--- src/rtl/cast_signed_pipe_if.sv ---
// cast_signed_pipe_if: sample bus between a producer and the format converter.
// Parameters: DIN_WIDTH / DOUT_WIDTH per-lane word widths, PARALLEL lane count.
// Signals:
//   din        producer -> converter, packed lanes, lane 0 in the LSBs
//   din_valid  producer -> converter, qualifies din for all lanes
//   dout       converter -> consumer, packed converted lanes
//   dout_valid converter -> consumer, qualifies dout and ovf
//   ovf        converter -> consumer, per-lane saturation flag
// Modports: master (producer/consumer side), slave (converter side).
interface cast_signed_pipe_if #(
    parameter int unsigned DIN_WIDTH  = 16,
    parameter int unsigned DOUT_WIDTH = 8,
    parameter int unsigned PARALLEL   = 1
);
    logic [DIN_WIDTH*PARALLEL-1:0]  din;
    logic                           din_valid;
    logic [DOUT_WIDTH*PARALLEL-1:0] dout;
    logic                           dout_valid;
    logic [PARALLEL-1:0]            ovf;

    modport master (
        output din, din_valid,
        input  dout, dout_valid, ovf
    );

    modport slave (
        input  din, din_valid,
        output dout, dout_valid, ovf
    );
endinterface

--- src/rtl/cast_signed_pipe.sv ---
// cast_signed_pipe: 2-stage multi-lane signed fixed-point format converter.
// Stage 1 aligns the binary point (rounding on right shift, zero-fill on left
// shift); stage 2 saturates to DOUT_WIDTH and raises a per-lane ovf flag.
// Ports:
//   clk        rising-edge clock
//   rst        synchronous active-high reset (valid pipeline, outputs, counter)
//   bus        cast_signed_pipe_if.slave: din/din_valid in, dout/dout_valid/ovf out
//   sat_clr    clears sat_count (counter build only)
//   sat_count  saturation event count (constant 0 unless counter build)
// Optional feature macro: CAST_SIGNED_PIPE_SAT_COUNT_EN builds the saturating
// event counter; without it sat_clr is ignored and sat_count reads 0.
module cast_signed_pipe #(
    parameter int unsigned DIN_WIDTH  = 16,
    parameter int unsigned DIN_POINT  = 8,
    parameter int unsigned DOUT_WIDTH = 8,
    parameter int unsigned DOUT_POINT = 4,
    parameter int unsigned PARALLEL   = 1,
    parameter int unsigned ROUND_MODE = 0,
    parameter int unsigned CNT_WIDTH  = 16
) (
    input  logic                 clk,
    input  logic                 rst,
    cast_signed_pipe_if.slave    bus,
    input  logic                 sat_clr,
    output logic [CNT_WIDTH-1:0] sat_count
);
    // Right shift amount (fraction narrowing) and left shift amount (widening).
    localparam int unsigned RSH = (DIN_POINT > DOUT_POINT) ? DIN_POINT - DOUT_POINT : 0;
    localparam int unsigned LSH = (DOUT_POINT > DIN_POINT) ? DOUT_POINT - DIN_POINT : 0;
    // Extended width for the rounding add: one guard bit keeps the carry.
    localparam int unsigned EW  = DIN_WIDTH + 1;
    // Width of the aligned intermediate held between the two stages.
    localparam int unsigned IW  = (RSH > 0) ? EW - RSH : DIN_WIDTH + LSH;

    logic                           v1_q;
    logic                           v2_q;
    logic [DOUT_WIDTH*PARALLEL-1:0] dout_vec;
    logic [PARALLEL-1:0]            ovf_vec;

    // Valid pipeline: the only state that must be cleared to drop in-flight samples.
    always_ff @(posedge clk) begin
        if (rst) begin
            v1_q <= 1'b0;
            v2_q <= 1'b0;
        end else begin
            v1_q <= bus.din_valid;
            v2_q <= v1_q;
        end
    end

    for (genvar l = 0; l < PARALLEL; l++) begin : g_lane
        logic signed [DIN_WIDTH-1:0]  x;
        logic signed [IW-1:0]         mid_d;
        logic signed [IW-1:0]         mid_q;
        logic        [DOUT_WIDTH-1:0] dout_d;
        logic        [DOUT_WIDTH-1:0] dout_q;
        logic                         ovf_d;
        logic                         ovf_q;

        assign x = bus.din[l*DIN_WIDTH +: DIN_WIDTH];

        if (RSH > 0) begin : g_rsh
            localparam logic [EW-1:0] HALF = EW'(1) << (RSH - 1);
            logic        [EW-1:0] bias;
            logic signed [EW-1:0] sum;

            // Rounding bias; half-even uses the kept LSB to break exact ties.
            always_comb begin
                bias = '0;
                if (ROUND_MODE == 1) begin
                    bias = HALF;
                end else if (ROUND_MODE == 2) begin
                    bias = HALF - EW'(1) + EW'(x[RSH]);
                end
            end

            assign sum   = EW'(x) + bias;
            assign mid_d = IW'(sum >>> RSH);
        end else begin : g_lsh
            assign mid_d = IW'(x) <<< LSH;
        end

        // Data stage registers run freely; validity is tracked separately.
        always_ff @(posedge clk) begin
            mid_q <= mid_d;
        end

        if (IW > DOUT_WIDTH) begin : g_sat
            localparam logic signed [IW-1:0] MAXV =
                {{(IW-DOUT_WIDTH+1){1'b0}}, {(DOUT_WIDTH-1){1'b1}}};
            localparam logic signed [IW-1:0] MINV =
                {{(IW-DOUT_WIDTH+1){1'b1}}, {(DOUT_WIDTH-1){1'b0}}};

            // Clamp to the output range and flag the lane.
            always_comb begin
                dout_d = mid_q[DOUT_WIDTH-1:0];
                ovf_d  = 1'b0;
                if (mid_q > MAXV) begin
                    dout_d = MAXV[DOUT_WIDTH-1:0];
                    ovf_d  = 1'b1;
                end else if (mid_q < MINV) begin
                    dout_d = MINV[DOUT_WIDTH-1:0];
                    ovf_d  = 1'b1;
                end
            end
        end else begin : g_fit
            // Intermediate always fits: plain sign extension, never overflows.
            assign dout_d = DOUT_WIDTH'(mid_q);
            assign ovf_d  = 1'b0;
        end

        always_ff @(posedge clk) begin
            if (rst) begin
                dout_q <= '0;
                ovf_q  <= 1'b0;
            end else begin
                dout_q <= dout_d;
                ovf_q  <= ovf_d;
            end
        end

        assign dout_vec[l*DOUT_WIDTH +: DOUT_WIDTH] = dout_q;
        assign ovf_vec[l]                           = ovf_q;
    end

    assign bus.dout       = dout_vec;
    assign bus.ovf        = ovf_vec;
    assign bus.dout_valid = v2_q;

`ifdef CAST_SIGNED_PIPE_SAT_COUNT_EN
    logic [CNT_WIDTH-1:0] cnt_d;
    logic [CNT_WIDTH-1:0] cnt_q;

    // Saturating event counter; clear has priority over a coincident event.
    always_comb begin
        cnt_d = cnt_q;
        if (sat_clr) begin
            cnt_d = '0;
        end else if (v2_q && (|ovf_vec) && (cnt_q != '1)) begin
            cnt_d = cnt_q + CNT_WIDTH'(1);
        end
    end

    always_ff @(posedge clk) begin
        if (rst) begin
            cnt_q <= '0;
        end else begin
            cnt_q <= cnt_d;
        end
    end

    assign sat_count = cnt_q;
`else
    logic unused_sat_clr;
    assign unused_sat_clr = sat_clr;
    assign sat_count      = '0;
`endif
endmodule

--- src/flat_wrapper.sv ---
// flat-port wrapper written by rule: the top's interface ports become plain ports
module cast_signed_pipe_flat 
#(
    parameter int unsigned DIN_WIDTH  = 16,
    parameter int unsigned DIN_POINT  = 8,
    parameter int unsigned DOUT_WIDTH = 8,
    parameter int unsigned DOUT_POINT = 4,
    parameter int unsigned PARALLEL   = 1,
    parameter int unsigned ROUND_MODE = 0,
    parameter int unsigned CNT_WIDTH  = 16
)
  (clk, rst, sat_clr, sat_count, bus_din, bus_din_valid, bus_dout, bus_dout_valid, bus_ovf);
  cast_signed_pipe_if #(.DIN_WIDTH(DIN_WIDTH), .DOUT_WIDTH(DOUT_WIDTH), .PARALLEL(PARALLEL)) bus_i ();
  input  logic clk;
  input  logic rst;
  input  logic sat_clr;
  output logic [CNT_WIDTH-1:0] sat_count;
  input wire logic [$bits(bus_i.din)-1:0] bus_din;
  input wire logic [$bits(bus_i.din_valid)-1:0] bus_din_valid;
  output wire logic [$bits(bus_i.dout)-1:0] bus_dout;
  output wire logic [$bits(bus_i.dout_valid)-1:0] bus_dout_valid;
  output wire logic [$bits(bus_i.ovf)-1:0] bus_ovf;
  assign bus_i.din = bus_din;
  assign bus_i.din_valid = bus_din_valid;
  assign bus_dout = bus_i.dout;
  assign bus_dout_valid = bus_i.dout_valid;
  assign bus_ovf = bus_i.ovf;
  cast_signed_pipe #(.DIN_WIDTH(DIN_WIDTH), .DIN_POINT(DIN_POINT), .DOUT_WIDTH(DOUT_WIDTH), .DOUT_POINT(DOUT_POINT), .PARALLEL(PARALLEL), .ROUND_MODE(ROUND_MODE), .CNT_WIDTH(CNT_WIDTH)) u_core (.clk(clk), .rst(rst), .bus(bus_i), .sat_clr(sat_clr), .sat_count(sat_count));
endmodule
--- config.mk ---
export PLATFORM = sky130hd
export DESIGN_NAME = cast_signed_pipe_flat
export DESIGN_NICKNAME = d
export VERILOG_FILES = /design/src/rtl/cast_signed_pipe_if.sv /design/src/rtl/cast_signed_pipe.sv /design/src/flat_wrapper.sv
export SDC_FILE = /design/constraint.sdc
export NUM_CORES = 1
export LEC_CHECK = 0
export BUFFER_PORTS_ARGS = -buffer_cell sky130_fd_sc_hd__buf_2
export CAP_MARGIN = 30
export CORE_MARGIN = 5
export CORE_UTILIZATION = 39
export DETAILED_ROUTE_END_ITERATION = 10
export PLACE_DENSITY = 0.75
export RECOVER_POWER = 25
export SLEW_MARGIN = 0
export SYNTH_ARGS = -nofsm -noshare
export SYNTH_HDL_FRONTEND = slang
export SYNTH_SLANG_ARGS = --single-unit
--- constraint.sdc ---
create_clock -name clk -period 1.2 [get_ports clk]
set_input_delay 0.06 -clock clk [delete_from_list [all_inputs] [get_ports clk]]
set_output_delay 0.06 -clock clk [all_outputs]
set_load 0.1 [all_outputs]
==> impl_metrics.csv, run 1 <==
group,metric,value,unit
setup_path,reg2reg_depth,3,
grt,grt-busiest-layer,"met2",
setup_path,cp-start-kind,"input port",
timing,max_freq,867,MHz
timing,hold_violations,0,
clock_tree,cts_resized,0,
timing,finalCritPeriodShare,0.961,
finish,nNetsFinal,120,
detailed_routing,drt_first_pass_iters,2,
grt,grt_util_met2,0.192,
finish,final_cell_mix,"24 x buf_2, 23 x dfxtp_1, 16 x conb_1, 15 x dlygate4sd3_1, 7 x a21o_1",
finish,utilization,0.564,
clock_tree,cts_tree,"done",
placed_design,hpwl,810,um
flow_run,cap_violations,0,
finish,drive_gt1_frac,0.323,
power,leakage,0.507,nW
detailed_routing,vias_per_cell,3.83,
logic_synthesis,synth_area_per_cell,12.4,um^2
clock_tree,cts.path.max_buffers,2,
logic_synthesis,syn_area,708,um^2
detailed_routing,wl_per_cell,10.4,um
grt,first_global_vias,425,
die,initial_core_util,0.410,
die,std_cell_rows,15,
setup_path,worst-path-stages,4,
setup_path,cp.arrival,1.36,ns
clock_tree,cts_made_buffers,3,
die,die_x,52.6,um
setup_path,criticalPathCategory,"input port to register",
grt,grtUsageTotal,0.0977,
timing,rsz0062_at_grt,"false",
die,die_y,52.6,um
setup_path,endpoint_kind,"register",
setup_path,crit_chain,"dlygate4sd3_1, buf_2, nor2b_1, dlygate4sd3_1",
setup_path,crit_path_start,"bus_din_valid",
detailed_routing,wl,1.29,mm
finish,final_common_cell,"buf_2",
logic_synthesis,synth.distinct_cells,12,
clock_tree,hold_buffers,15,
finish,fillers,160,
run_status,outcome,"completed",
placed_design,dp_slack,0.135,ns
finish,diodes,0,
clock_tree,clk_pin_slew,0.12,ns
setup_path,path_max_fanout,1,
detailed_routing,final_antenna_net_count,0,
logic_synthesis,ys_seq_area_frac,0.650,
clock_tree,clock_latency,0.30,ns
timing,tns,0,ns
timing,finalSetupViolCount,0,
grt,grt_antenna_before_repair,0,
logic_synthesis,ys_warn_count,0,
timing,setup_slack,0.0472,ns
finish,area_growth_syn_to_layout,37.5,%
grt,overflow,0,
placed_design,portBuffers,24,
power,power_density,1730,nW/um^2
grt,grtUsageMet1,0.0868,
timing,clock_skew,0.0111,ns
logic_synthesis,synth_cells,57,
setup_path,slowest_stage,"dlygate4sd3_1",
setup_path,cpMostUsedCell,"dlygate4sd3_1",
placed_design,routabilityCongestion,0.599,
detailed_routing,vias,475,
die,dieArea,2770,um^2
logic_synthesis,synth-seq-cells,23,
setup_path,cpLargestDelayFamily,"buffers and inverters",
setup_path,max_stage_delay,0.54,ns
worst_hold_path,worstHoldPathType,"input port to register",
grt,grt_max_degree,14,
detailed_routing,dr.first_iter.drc_count,1,
detailed_routing,drc_errors,0,
power,ir_drop,0.000876,V
timing,fin_crit,1.15,ns
worst_hold_path,hold_depth,2,
clock_tree,cts_sinks,23,
grt,use_met3,0.0370,
grt,grt_pass1_wl,1.87,mm
die,core,1730,um^2
clock_tree,cts_root_buf,"clkbuf_4",
setup_path,critPathRequiredTime,1.41,ns
setup_path,crit_buf_inv,3,
setup_path,r2r-start,"u_core.g_lane[0].mid_q[8]$_DFF_P_",
clock_tree,htree_levels,1,
timing,slew_violations,0,
worst_hold_path,min_from,"bus_din[9]",
die,io_pins,46,
clock_tree,post_cts_buffers,0,
## registers in the layout (all words and copies together) (netlist names)
signal and count:
u_core.g_lane.mid_q 12, u_core.bus.ovf 1, u_core.bus.dout_valid 1, u_core.v1_q 1, u_core.bus.dout 8
## kinds of logic (layout without fill, tap and decap cells)
logic type,Yosys count,in the layout,synth area share
and+or+nand+nor,8,8,0.0813
other,1,16,0.00530
buffers and inverters,16,43,0.170
DFF,23,23,0.650
AOI/OAI and AO/OA,9,9,0.0936
## worst register-to-register path: cells and delay by family, from the launching register on
family	cells	cell delay [ns]
AO/OA/AOI/OAI	1	0.18
flip-flops	1	0.34
AND/OR/NAND/NOR	2	0.48
## stage by stage
stage / instances / cell area, um^2 / power, mW / hold WS, ns
global route: 124 / 973 / 1.76 / 0.369
detailed placement: 105 / 796 / 1.33 / 0.164
finish: 124 / 973 / 1.69 / 0.380
global placement: 105 / 796 / 1.32 / 0.163
floorplan: 72 / 764 / 1.31 / 0.0877
CTS: 124 / 973 / 1.70 / 0.365
## synth_stat cells, drive strengths merged
master	count	area (um^2)
dfxtp	23	460
buf	16	120
a21o	7	52.6
nor2b	3	18.8
a21oi	2	13.8
conb	1	3.75
nand2	1	3.75
nand4	1	6.26
nor3	1	10.0
nor4	1	12.5
or2	1	6.26
## worst paths after layout
check	slack (ns)	endpoint
min	0.38	u_core.g_lane[0].mid_q[5]$_DFF_P_
min reg2reg	0.44	u_core.bus.dout[5]$_SDFF_PP0_
max reg2reg	0.10	u_core.bus.dout[3]$_SDFF_PP0_
max	0.05	u_core.v1_q$_SDFF_PP0_
## power by group
group | switching, mW | internal (mW) | total [mW]
Combinational | 0.440 | 0.0826 | 0.523
Sequential | 0.0155 | 0.811 | 0.827
Clock | 0.214 | 0.124 | 0.338
## area by class of cell
class                      count  area [um^2]  area share
sequential                    23          460       0.473
timing repair buffer          39          270       0.278
multi-input combinational     33          184       0.189
tap                           25         31.3      0.0321
clock buffer                   3         22.5      0.0231
clock inverter                 1         5.00     0.00514
## routing by layer
metal  part of all wire  vias up
li1                   -      239
met1               0.33      213
met2               0.57       23
met3               0.10        0
met4                  0        0
met5                  0        -
(Power assumes the default switching activity.)
==> inputs of run 2 (changes only) <==
--- a/config.mk
+++ b/config.mk
@@ -7,7 +7,7 @@
 export LEC_CHECK = 0
 export BUFFER_PORTS_ARGS = -buffer_cell sky130_fd_sc_hd__buf_2
 export CAP_MARGIN = 30
-export CORE_MARGIN = 5
+export CORE_MARGIN = 10
 export CORE_UTILIZATION = 39
 export DETAILED_ROUTE_END_ITERATION = 10
 export PLACE_DENSITY = 0.75
==> impl_metrics.csv, run 2 (synthesis gave the netlist of run 1 again) <==
group,metric,value,unit
run_status,outcome,"completed",
setup_path,critPathRequiredTime,1.40,ns
timing,fin_crit,1.17,ns
finish,area_growth_syn_to_layout,37.1,%
clock_tree,htree_levels,1,
die,std_cell_rows,15,
detailed_routing,final_antenna_net_count,0,
clock_tree,post_cts_buffers,0,
detailed_routing,vias_per_cell,3.89,
power,p_sw_frac,0.399,
detailed_routing,vias,479,
grt,grt_antenna_before_repair,0,
power,leakage,0.512,nW
setup_path,criticalPathCategory,"input port to register",
setup_path,path_max_fanout,1,
die,core,1730,um^2
detailed_routing,drt_first_pass_iters,2,
setup_path,cp-start-kind,"input port",
power,p_comb_frac,0.308,
timing,finalSetupViolCount,0,
worst_hold_path,worstHoldPathType,"input port to register",
clock_tree,cts_tree,"done",
timing,rsz0062_at_grt,"false",
detailed_routing,drc_errors,0,
clock_tree,cts_sinks,23,
placed_design,portBuffers,24,
power,p_switching,0.676,mW
setup_path,cp.arrival,1.37,ns
finish,final_cell_mix,"23 x buf_2, 23 x dfxtp_1, 16 x conb_1, 14 x dlygate4sd3_1, 7 x a21o_1",
finish,diodes,0,
timing,clock_skew,0.00619,ns
clock_tree,cts_root_buf,"clkbuf_4",
die,die_x,62.6,um
timing,finalCritPeriodShare,0.973,
timing,hold_violations,0,
timing,slew_violations,0,
grt,grtUsageTotal,0.0750,
setup_path,slowest_stage,"dlygate4sd3_1",
timing,tns,0,ns
flow_run,cap_violations,0,
finish,nNetsFinal,119,
clock_tree,clk_pin_slew,0.11,ns
grt,first_global_vias,564,
clock_tree,cts_made_buffers,3,
die,die_y,62.6,um
setup_path,endpoint_kind,"register",
detailed_routing,dr.first_iter.drc_count,2,
grt,grt_pass1_wl,2.39,mm
clock_tree,clock_latency,0.30,ns
finish,drive_gt1_frac,0.316,
power,power_density,1740,nW/um^2
power,pwr-share-clk,0.203,
setup_path,crit_buf_inv,3,
grt,overflow,0,
setup_path,max_stage_delay,0.55,ns
power,seq_power_share,0.489,
placed_design,hpwl,1.08,mm
die,io_pins,46,
die,dieArea,3920,um^2
finish,largest_reg_flops,12,
detailed_routing,wl_per_cell,12.0,um
die,initial_core_util,0.410,
placed_design,routabilityCongestion,0.626,
timing,max_freq,856,MHz
setup_path,crit_chain,"dlygate4sd3_1, buf_2, nor2b_1, dlygate4sd3_1",
finish,top_register,"u_core.g_lane.mid_q",
power,ir_drop,0.00107,V
detailed_routing,wl,1.47,mm
setup_path,cpLargestDelayFamily,"buffers and inverters",
setup_path,cpMostUsedCell,"dlygate4sd3_1",
power,p_int,1.02,mW
power,finalPower,1.69,mW
grt,grt_max_degree,14,
clock_tree,cts.path.max_buffers,2,
[run 2: cell types whose count changed in the layout (fill, tap and decap cells not counted), sizes merged]
| cell | before | now |
|---|---|---|
| buf | 24 | 23 |
| dlygate4sd3 | 15 | 14 |
| dlymetal6s4s | 0 | 1 |
[run 2: metal layers]
layer	wire, um	GRT usage
met2	768	0.145
met5	0	0
met3	244	0.0591
met4	20	0.0335
met1	438	0.0491
[run 2: layout make-up]
cell class | count | area [um^2]
Sequential cell | 23 | 460
Clock inverter | 1 | 5.00
Fill cell | 161 | 756
Clock buffer | 3 | 22.5
Tap cell | 25 | 31.3
Multi-Input combinational cell | 33 | 184
Timing Repair Buffer | 38 | 268
[run 2: stage by stage]
step,worst slack (ns),area (um^2),instances,utilization,hold slack [ns]
6_report,0.0319,971,123,0.562,0.175
5_1_grt,0.00113,971,123,0.562,0.192
4_1_cts,0.0367,973,124,0.564,0.370
3_5_place_dp,0.129,796,105,0.461,0.164
3_3_place_gp,0.165,796,105,0.461,0.162
2_1_floorplan,0.226,764,72,-,0.0877
[run 2: final timing paths]
check	start	endpoint	slack, ns	cells after the start
max	bus_din_valid	u_core.v1_q$_SDFF_PP0_	0.03	4
min	rst	u_core.bus.dout_valid$_SDFF_PP0_	0.18	2
max reg2reg	u_core.g_lane[0].mid_q[8]$_DFF_P_	u_core.bus.dout[3]$_SDFF_PP0_	0.11	3
min reg2reg	u_core.g_lane[0].mid_q[3]$_DFF_P_	u_core.bus.dout[3]$_SDFF_PP0_	0.44	1
[run 2: power by group through the flow]
| stage | Clock (mW) | Sequential [mW] | Combinational [mW] |
|---|---|---|---|
| after detailed placement | 0 | 0.845 | 0.483 |
| after floorplan | 0 | 1.03 | 0.286 |
| after global routing | 0.381 | 0.832 | 0.538 |
| after CTS | 0.353 | 0.828 | 0.522 |
| final | 0.344 | 0.828 | 0.522 |
| after global placement | 0 | 0.842 | 0.481 |
[run 2: repair_timing]
action	CTS	global route
endpoints found under the hold margin	16	0
setup endpoints to repair	0	1
gates resized for setup	0	1
hold buffers	15	0
==> inputs of run 3 (changes only) <==
--- a/config.mk
+++ b/config.mk
@@ -5,12 +5,13 @@
 export SDC_FILE = /design/constraint.sdc
 export NUM_CORES = 1
 export LEC_CHECK = 0
+export ABC_AREA = 1
 export BUFFER_PORTS_ARGS = -buffer_cell sky130_fd_sc_hd__buf_2
 export CAP_MARGIN = 30
 export CORE_MARGIN = 10
-export CORE_UTILIZATION = 39
+export CORE_UTILIZATION = 40
 export DETAILED_ROUTE_END_ITERATION = 10
-export PLACE_DENSITY = 0.75
+export PLACE_DENSITY = 0.76
 export RECOVER_POWER = 25
 export SLEW_MARGIN = 0
 export SYNTH_ARGS = -nofsm -noshare
==> impl_metrics.csv, run 3 <==
group,metric,value,unit
grt,grt_max_degree,13,
detailed_routing,highest_layer,"met4",
logic_synthesis,synth_cells,70,
clock_tree,cts_made_buffers,3,
logic_synthesis,ys_seq_area_frac,0.626,
logic_synthesis,synth_area_leaders,"dfxtp_1 63%, buf_4 16%, a21oi_1 5.4%",
power,finalPower,1.68,mW
logic_synthesis,async_flop_share,0,
setup_path,endpoint_kind,"primary output",
timing,rsz0062_at_grt,"false",
die,std_cell_rows,15,
power,seq_power_share,0.492,
setup_path,slowest_stage,"buf_2",
finish,area_growth_syn_to_layout,32.7,%
timing,fin_crit,1.11,ns
detailed_routing,wl_per_cell,11.4,um
setup_path,r2r_end,"u_core.bus.dout[2]$_SDFF_PP0_",
flow_run,cap_violations,0,
setup_path,crit_buf_inv,1,
logic_synthesis,syn_area,736,um^2
setup_path,cpLargestDelayFamily,"buffers and inverters",
setup_path,max_stage_delay,0.42,ns
detailed_routing,met1Wirelength,523,um
power,p_sw_frac,0.395,
timing,finalCritPeriodShare,0.928,
run_status,outcome,"completed",
timing,timing.hold.ws,0.0582,ns
finish,diodes,0,
grt,grtUsageTotal,0.0814,
clock_tree,clock_latency,0.31,ns
setup_path,crit_chain,"buf_2",
timing,finalSetupViolCount,0,
grt,grt_antenna_before_repair,0,
logic_synthesis,synthFlopType,"dfxtp_1",
setup_path,cp.arrival,1.05,ns
power,ir_drop,0.000929,V
die,initial_core_util,0.426,
grt,grt_pass1_wl,2.55,mm
clock_tree,cts_sinks,23,
setup_path,path_max_fanout,1,
setup_path,critPathRequiredTime,1.14,ns
detailed_routing,vias_per_cell,3.84,
finish,nNetsFinal,130,
power,p_comb_frac,0.303,
timing,clock_skew,0.00236,ns
clock_tree,post_cts_buffers,0,
setup_path,worst-path-stages,1,
timing,tns,0,ns
die,core,1730,um^2
detailed_routing,wl_met3,247,um
logic_synthesis,synth_area_per_cell,10.5,um^2
die,io_pins,46,
power,pwr-share-clk,0.205,
logic_synthesis,ys_top_cells_by_count,"23 x dfxtp_1, 16 x buf_4, 8 x a21oi_1, 8 x nand2_1, 5 x nor2_1",
detailed_routing,final_antenna_net_count,0,
worst_hold_path,worstHoldPathType,"input port to register",
setup_path,cp-start-kind,"register",
placed_design,dp_slack,0.272,ns
logic_synthesis,yosysTopAreaCellShare,0.626,
power,p_int,1.01,mW
die,die_y,62.9,um
logic_synthesis,synth_edf_count,0,
timing,hold_violations,0,
power,leakage,0.484,nW
power,p_switching,0.662,mW
setup_path,reg2reg_depth,4,
placed_design,routabilityCongestion,0.585,
finish,top_register,"u_core.g_lane.mid_q",
setup_path,rrSetupSlack,0.23,ns
logic_synthesis,synth-seq-cells,23,
finish,fin_cells,134,
grt,overflow,0,
placed_design,hpwl,1.07,mm
clock_tree,cts_root_buf,"clkbuf_4",
logic_synthesis,synth.distinct_cells,11,
finish,final_common_cell,"buf_2",
finish,fillers,169,
clock_tree,cts_tree,"done",
logic_synthesis,ys_warn_count,0,
detailed_routing,route.met2.wl,717,um
finish,final_cell_mix,"24 x buf_2, 23 x dfxtp_1, 16 x conb_1, 13 x dlygate4sd3_1",
placed_design,dp.cells,117,
finish,drive_gt1_frac,0.294,
die,die_x,62.9,um
clock_tree,cts.path.max_buffers,2,
die,dieArea,3950,um^2
clock_tree,htree_levels,1,
setup_path,criticalPathCategory,"register to primary output",
clock_tree,clk_pin_slew,0.11,ns
timing,setup_slack,0.0868,ns
placed_design,portBuffers,24,
timing,slew_violations,0,
finish,largest_reg_flops,12,
setup_path,crit_end,"bus_dout[0]",
detailed_routing,drt_first_pass_iters,4,
setup_path,crit_path_start,"u_core.bus.dout[0]$_SDFF_PP0_",
grt,first_global_vias,538,
power,power_density,1720,nW/um^2
detailed_routing,drc_errors,0,
timing,max_freq,898,MHz
setup_path,r2r-start,"u_core.g_lane[0].mid_q[8]$_DFF_P_",
logic_synthesis,post-synth-top-count-cell,"dfxtp_1",
detailed_routing,vias,515,
logic_synthesis,synth_top_cell_by_area,"dfxtp_1",
detailed_routing,wl,1.53,mm
detailed_routing,dr.first_iter.drc_count,5,
run 3: cell count changes in the layout (fill, tap and decap cells not counted), sizes merged, moves of 3 or more:
cell | previous run | this run
a21o | 7 | 0
a21oi | 2 | 8
inv | 0 | 3
nand2 | 1 | 11
nor2 | 0 | 5
nor2b | 3 | 0
run 3: worst min path at each step:
stage               cells past startpoint   startpoint                                 to
floorplan                               0   bus_din[4]  u_core.g_lane[0].mid_q[0]$_DFF_P_
global placement                        1  bus_din[10]  u_core.g_lane[0].mid_q[6]$_DFF_P_
detailed placement                      1  bus_din[11]  u_core.g_lane[0].mid_q[7]$_DFF_P_
CTS                                     2          rst      u_core.bus.dout[5]$_SDFF_PP0_
global route                            2          rst      u_core.bus.dout[2]$_SDFF_PP0_
finish                                  2          rst      u_core.bus.dout[5]$_SDFF_PP0_
run 3: power by group through the flow:
stage	combinational, mW	sequential, mW	clock, mW
3_3_place_gp	0.469	0.840	0
6_report	0.508	0.824	0.344
5_1_grt	0.527	0.830	0.393
2_1_floorplan	0.296	1.01	0
3_5_place_dp	0.472	0.841	0
4_1_cts	0.505	0.824	0.358
run 3: final cells by class:
type                            count  area, um^2  share of cell area
Inverter                            3        11.3              0.0115
Multi-Input combinational cell     42         196               0.201
Clock buffer                        4        26.3              0.0269
Tap cell                           25        31.3              0.0321
Timing Repair Buffer               37         250               0.256
Sequential cell                    23         460               0.472
run 3: worst register-to-register path: stages (launching register included):
cell and delay, ns:
dfxtp_1 0.38, nand2_2 0.08, o21ai_4 0.25, nand2_1 0.09, a21oi_1 0.12
run 3: stage by stage:
stage          area (um^2)  utilization
6_report               976        0.565
5_1_grt                976        0.565
4_1_cts                976        0.565
3_5_place_dp           820        0.475
3_3_place_gp           820        0.475
2_1_floorplan          792            -
run 3: repair_timing:
action,4_1_cts,5_1_grt
setup endpoints to repair,0,0
resized for setup,0,0
endpoints found under the hold margin,13,0
hold buffers,13,0
run 3: routing by layer:
layer,track usage,up-vias
met4,0.0587,0
met3,0.0573,4
met5,0,-
met1,0.0689,217
li1,-,261
met2,0.132,33
run 3: cell families (layout without fill, tap and decap cells):
| kind of cell | Yosys count | in the layout | synth area share |
|---|---|---|---|
| simple gates | 17 | 17 | 0.109 |
| flops | 23 | 23 | 0.626 |
| other cells | 1 | 16 | 0.00510 |
| buf+inv | 20 | 44 | 0.184 |
| compound gates | 9 | 9 | 0.0765 |
